[src/rtl/adder_seq_arbiter.sv]
// Round-robin arbiter sharing one external SLICE-bit adder between two
// requesters; a WIDTH-bit sum is built LSB-slice first over NSLICE cycles.
module adder_seq_arbiter #(
    parameter int WIDTH = 16,
    parameter int SLICE = 4
) (
    input  logic             clk,
    input  logic             rst_n,
    input  logic             req0,
    input  logic [WIDTH-1:0] a0,
    input  logic [WIDTH-1:0] b0,
    input  logic             cin0,
    input  logic             req1,
    input  logic [WIDTH-1:0] a1,
    input  logic [WIDTH-1:0] b1,
    input  logic             cin1,
    output logic             gnt0,
    output logic             gnt1,
    output logic             busy,
    output logic             done,
    output logic             done_id,
    output logic [WIDTH-1:0] result,
    output logic             cout,
    output logic             ovf,
    output logic [SLICE-1:0] add_a,
    output logic [SLICE-1:0] add_b,
    output logic             add_cin,
    input  logic [SLICE-1:0] add_sum,
    input  logic             add_cout
);

    localparam int NSLICE = WIDTH / SLICE;
    localparam int IW     = (NSLICE > 1) ? $clog2(NSLICE) : 1;

    typedef enum logic [1:0] {IDLE, RUN, DONE} state_t;

    state_t           state, state_next;
    logic [WIDTH-1:0] a_reg, b_reg, result_work, sum_full;
    logic [IW-1:0]    idx;
    logic             carry, id_reg, last_gnt, grant_any, last_slice;

    // Arbitration: grants only in IDLE; on contention favour the requester
    // not granted most recently (last_gnt=1 after reset favours req0).
    always_comb begin
        gnt0 = 1'b0;
        gnt1 = 1'b0;
        if (rst_n && state == IDLE) begin
            if (req0 && req1) begin
                gnt0 = last_gnt;
                gnt1 = !last_gnt;
            end else begin
                gnt0 = req0;
                gnt1 = req1;
            end
        end
    end

    assign grant_any  = gnt0 | gnt1;
    assign last_slice = (idx == IW'(NSLICE - 1));
    assign busy       = (state != IDLE);
    assign done       = (state == DONE);

    // State register.
    always_ff @(posedge clk or negedge rst_n) begin
        if (!rst_n) state <= IDLE;
        else        state <= state_next;
    end

    // Next-state logic: IDLE -> RUN on grant, RUN for NSLICE cycles, DONE for one.
    always_comb begin
        state_next = state;
        case (state)
            IDLE:    if (grant_any) state_next = RUN;
            RUN:     if (last_slice) state_next = DONE;
            DONE:    state_next = IDLE;
            default: state_next = IDLE;
        endcase
    end

    // Slice operand mux and the full-width sum with the current slice merged in.
    always_comb begin
        add_a    = '0;
        add_b    = '0;
        add_cin  = 1'b0;
        sum_full = result_work;
        sum_full[int'(idx)*SLICE +: SLICE] = add_sum;
        if (state == RUN) begin
            add_a   = a_reg[int'(idx)*SLICE +: SLICE];
            add_b   = b_reg[int'(idx)*SLICE +: SLICE];
            add_cin = carry;
        end
    end

    // Operand capture, per-slice accumulation and registered result outputs.
    always_ff @(posedge clk or negedge rst_n) begin
        if (!rst_n) begin
            a_reg       <= '0;
            b_reg       <= '0;
            result_work <= '0;
            idx         <= '0;
            carry       <= 1'b0;
            id_reg      <= 1'b0;
            last_gnt    <= 1'b1;
            result      <= '0;
            cout        <= 1'b0;
            ovf         <= 1'b0;
            done_id     <= 1'b0;
        end else begin
            case (state)
                IDLE: begin
                    if (grant_any) begin
                        a_reg       <= gnt1 ? a1 : a0;
                        b_reg       <= gnt1 ? b1 : b0;
                        carry       <= gnt1 ? cin1 : cin0;
                        id_reg      <= gnt1;
                        last_gnt    <= gnt1;
                        idx         <= '0;
                        result_work <= '0;
                    end
                end
                RUN: begin
                    result_work <= sum_full;
                    carry       <= add_cout;
                    idx         <= idx + IW'(1);
                    // Final slice: publish directly from the merged sum so the
                    // outputs are already valid during the DONE cycle.
                    if (last_slice) begin
                        result  <= sum_full;
                        cout    <= add_cout;
                        ovf     <= (a_reg[WIDTH-1] == b_reg[WIDTH-1]) &&
                                   (sum_full[WIDTH-1] != a_reg[WIDTH-1]);
                        done_id <= id_reg;
                    end
                end
                default: ;
            endcase
        end
    end

endmodule

[config.mk]
export PLATFORM = sky130hd
export DESIGN_NAME = adder_seq_arbiter
export DESIGN_NICKNAME = d
export VERILOG_FILES = /design/src/rtl/adder_seq_arbiter.sv
export SDC_FILE = /design/constraint.sdc
export NUM_CORES = 1
export LEC_CHECK = 0
export BUFFER_PORTS_ARGS = -buffer_cell sky130_fd_sc_hd__buf_2
export CAP_MARGIN = 20
export CORE_UTILIZATION = 52
export DETAILED_ROUTE_END_ITERATION = 8
export HOLD_SLACK_MARGIN = 0.05
export PLACE_DENSITY = 0.79
export SLEW_MARGIN = 20
export SYNTH_ARGS = -nofsm -noshare
export SYNTH_HDL_FRONTEND = slang
export SYNTH_SLANG_ARGS = --single-unit
[constraint.sdc]
create_clock -name clk -period 2.6 [get_ports clk]
set_input_delay 0.52 -clock clk [delete_from_list [all_inputs] [get_ports clk]]
set_output_delay 0.52 -clock clk [all_outputs]
set_load 0.02 [all_outputs]
==> flow_summary.json <==
{
  "clockBufferDepth": 2,
  "top_layer_used": "met4",
  "leakage_nw": 2.23,
  "cp-endpoint": "add_b[2]",
  "post_cts_resized": 0,
  "synth_xor_area_share_pct": 0,
  "path_max_fanout": 9,
  "hold_class": "in2async",
  "synth_top_family_by_area": "compound AO/OA/AOI/OAI gates",
  "yosysUniqueCellTypes": 40,
  "post-route-min-period_ns": 2.46,
  "fin_nets": 565,
  "reg2reg_to": "result[13]",
  "status": "finished, final reports clean",
  "wire_per_inst_um": 15.3,
  "grt_pass1_vias": 3206,
  "die_w_um": 86.1,
  "area_growth_pct": 23.3,
  "yosysTopAreaCell": "dfrtp_1",
  "setup_viol": 0,
  "synthTopCellsByCount": "a21oi_1 (80), dfrtp_1 (73), nand2_1 (57), nor2_1 (36), o21ai_0 (19)",
  "yosysWarnings": 0,
  "pin_count": 107,
  "hold_buffers": 1,
  "root_buffer": "clkbuf_8",
  "ff2ff_setup_slack_ns": 0.46,
  "async_flop_share_pct": 100,
  "grt_pass1_wl_mm": 14.9,
  "drtPass1Iterations": 4,
  "fmax_mhz": 406,
  "overflow": 0,
  "start_util_pct": 54.1,
  "num_rows": 30,
  "drt-met1-wl_mm": 3.77,
  "diodes": 0,
  "startpoint": "idx[0]",
  "vias": 3166,
  "die_area_um2": 7400,
  "cts.sinks": 74,
  "final.setup.tns_ns": 0,
  "antenna_found_initial": 0,
  "worstMarginPinSlew_ns": 0.828,
  "synth-edff-count": 0,
  "relSlewSlack_pct": 44.6,
  "gp_congestion": 0.812,
  "reg2reg_depth": 6,
  "port_buffers": 106,
  "reg2reg_from": "idx[1]",
  "maxCapViolations": 0,
  "synth_area_um2": 3670,
  "cts.clk_slew.worst_paths_ns": 0.09,
  "hold_violations": 0,
  "final_util_pct": 66.7,
  "vias_per_cell": 5.41,
  "grt_start_max_net_pins": 57,
  "yosys.area_share.simple_pct": 17.2,
  "placed_cells_incl_taps": 568,
  "ys.flop_type": "dfrtp_1",
  "syn_avg_cell_area_um2": 9.64,
  "layout_worst_path_cycle_share_pct": 94.7,
  "cts_buffers": 9,
  "cp.arrival_ns": 1.94,
  "synth_most_common_cell": "a21oi_1",
  "instances_no_fill": 585,
  "powerDensity_nw_per_um2": 1170,
  "hpwl_mm": 6.47,
  "synthAdderAreaFrac_pct": 2.04,
  "crit_required_ns": 2.08,
  "track_usage_pct": 26.2,
  "synth_area_leaders": "dfrtp_1 (50%), a21oi_1 (11%), nand2_1 (5.8%)",
  "post_cts_buffers": 0,
  "fp.dieH_um": 86.1,
  "ys_seq_area_share_pct": 50.4,
  "synthMuxAreaShare_pct": 5.79,
  "tritoncts": "done",
  "wl_met3_um": 482,
  "critPathKind": "reg2out",
  "drive_above_1_share_pct": 32.9,
  "met2_length_mm": 4.54,
  "syn-num-nets": 462,
  "drt_iter0_markers": 132,
  "drv_slew": 0,
  "crit_path_end_kind": "output pin",
  "wirelength_mm": 8.96,
  "htree_num_levels": 3,
  "coreArea_um2": 6790,
  "ir_drop_mv": 0.556,
  "drc_errors": 0,
  "start_kind": "register",
  "synth-compound-area-share_pct": 20.1,
  "synthCells": 381,
  "ys_ff_latch": 74,
  "postRouteAntennaNets": 0,
  "synth_top_area_share_pct": 49.7,
  "rsz0062_at_grt": "false",
  "finClkSkew_ns": 0.0108,
  "clkLatencyLatePin_ns": 0.36
}
[stage by stage]
| stage | total power [mW] | hold slack (ns) | setup slack (ns) | area [µm²] |
|---|---|---|---|---|
| after floorplan | 3.58 | 0.224 | 0.582 | 3670 |
| after global placement | 4.24 | 0.415 | 0.529 | 4300 |
| after detailed placement | 4.34 | 0.418 | 0.497 | 4300 |
| after CTS | 5.35 | 0.360 | 0.123 | 4530 |
| after global routing | 5.67 | 0.396 | 0.0643 | 4530 |
| final | 5.32 | 0.337 | 0.138 | 4530 |
[placed cells by master, fill, tap and decap left out, drive strengths merged, types with 2 or more instances in the layout]
cell and n:
buf 118, a21oi 80, dfrtp 73, nand2 58, nor2 37, o21ai 25, nor2b 18, a32o 15
clkbuf 9, mux4 8, and2 8, inv 8, ha 6, clkinvlp 3, and4 2, mux2 2
bufinv 2
[power by group]
part / internal, mW / switching, mW / total, mW
combinational: 0.983 / 1.43 / 2.41
sequential: 1.61 / 0.288 / 1.90
clock: 0.546 / 0.458 / 1.00
[worst max-delay path, cell delays in order (launching register included)]
cell and delay, ns:
dfrtp_1 0.45, buf_4 0.27, mux4_2 0.52, and2_1 0.17, buf_2 0.15
[cell type report]
| class | instances | area (µm²) |
|---|---|---|
| Inverter | 6 | 22.5 |
| Clock buffer | 9 | 124 |
| Sequential cell | 74 | 1850 |
| Clock inverter | 7 | 100 |
| Fill cell | 547 | 2260 |
| Timing Repair Buffer | 119 | 646 |
| Tap cell | 96 | 120 |
| Multi-Input combinational cell | 274 | 1660 |
[cell families (layout without fill, tap and decap cells)]
logic type	after synthesis	after routing
simple gates	132	132
flops	74	74
fa+ha+maj	6	6
buf+inv	33	141
mux	11	11
compound gates	125	125
[worst min path at each step]
stage | startpoint | end | slack, ns | cells past startpoint
2_1_floorplan | rst_n | a_reg[0] | 0.22 | 0
3_3_place_gp | rst_n | state[0] | 0.42 | 1
3_5_place_dp | rst_n | state[0] | 0.42 | 1
4_1_cts | rst_n | result[5] | 0.36 | 2
5_1_grt | rst_n | result_work[2] | 0.40 | 2
6_report | rst_n | b_reg[5] | 0.34 | 2
[metal layers]
metal / GRT usage (%) / vias up
met5: 0 / -
met4: 12.0 / 0
met3: 4.91 / 16
met2: 43.8 / 106
met1: 33.2 / 1512
li1: - / 1532
Note: power is estimated with default switching activity, not from simulation.
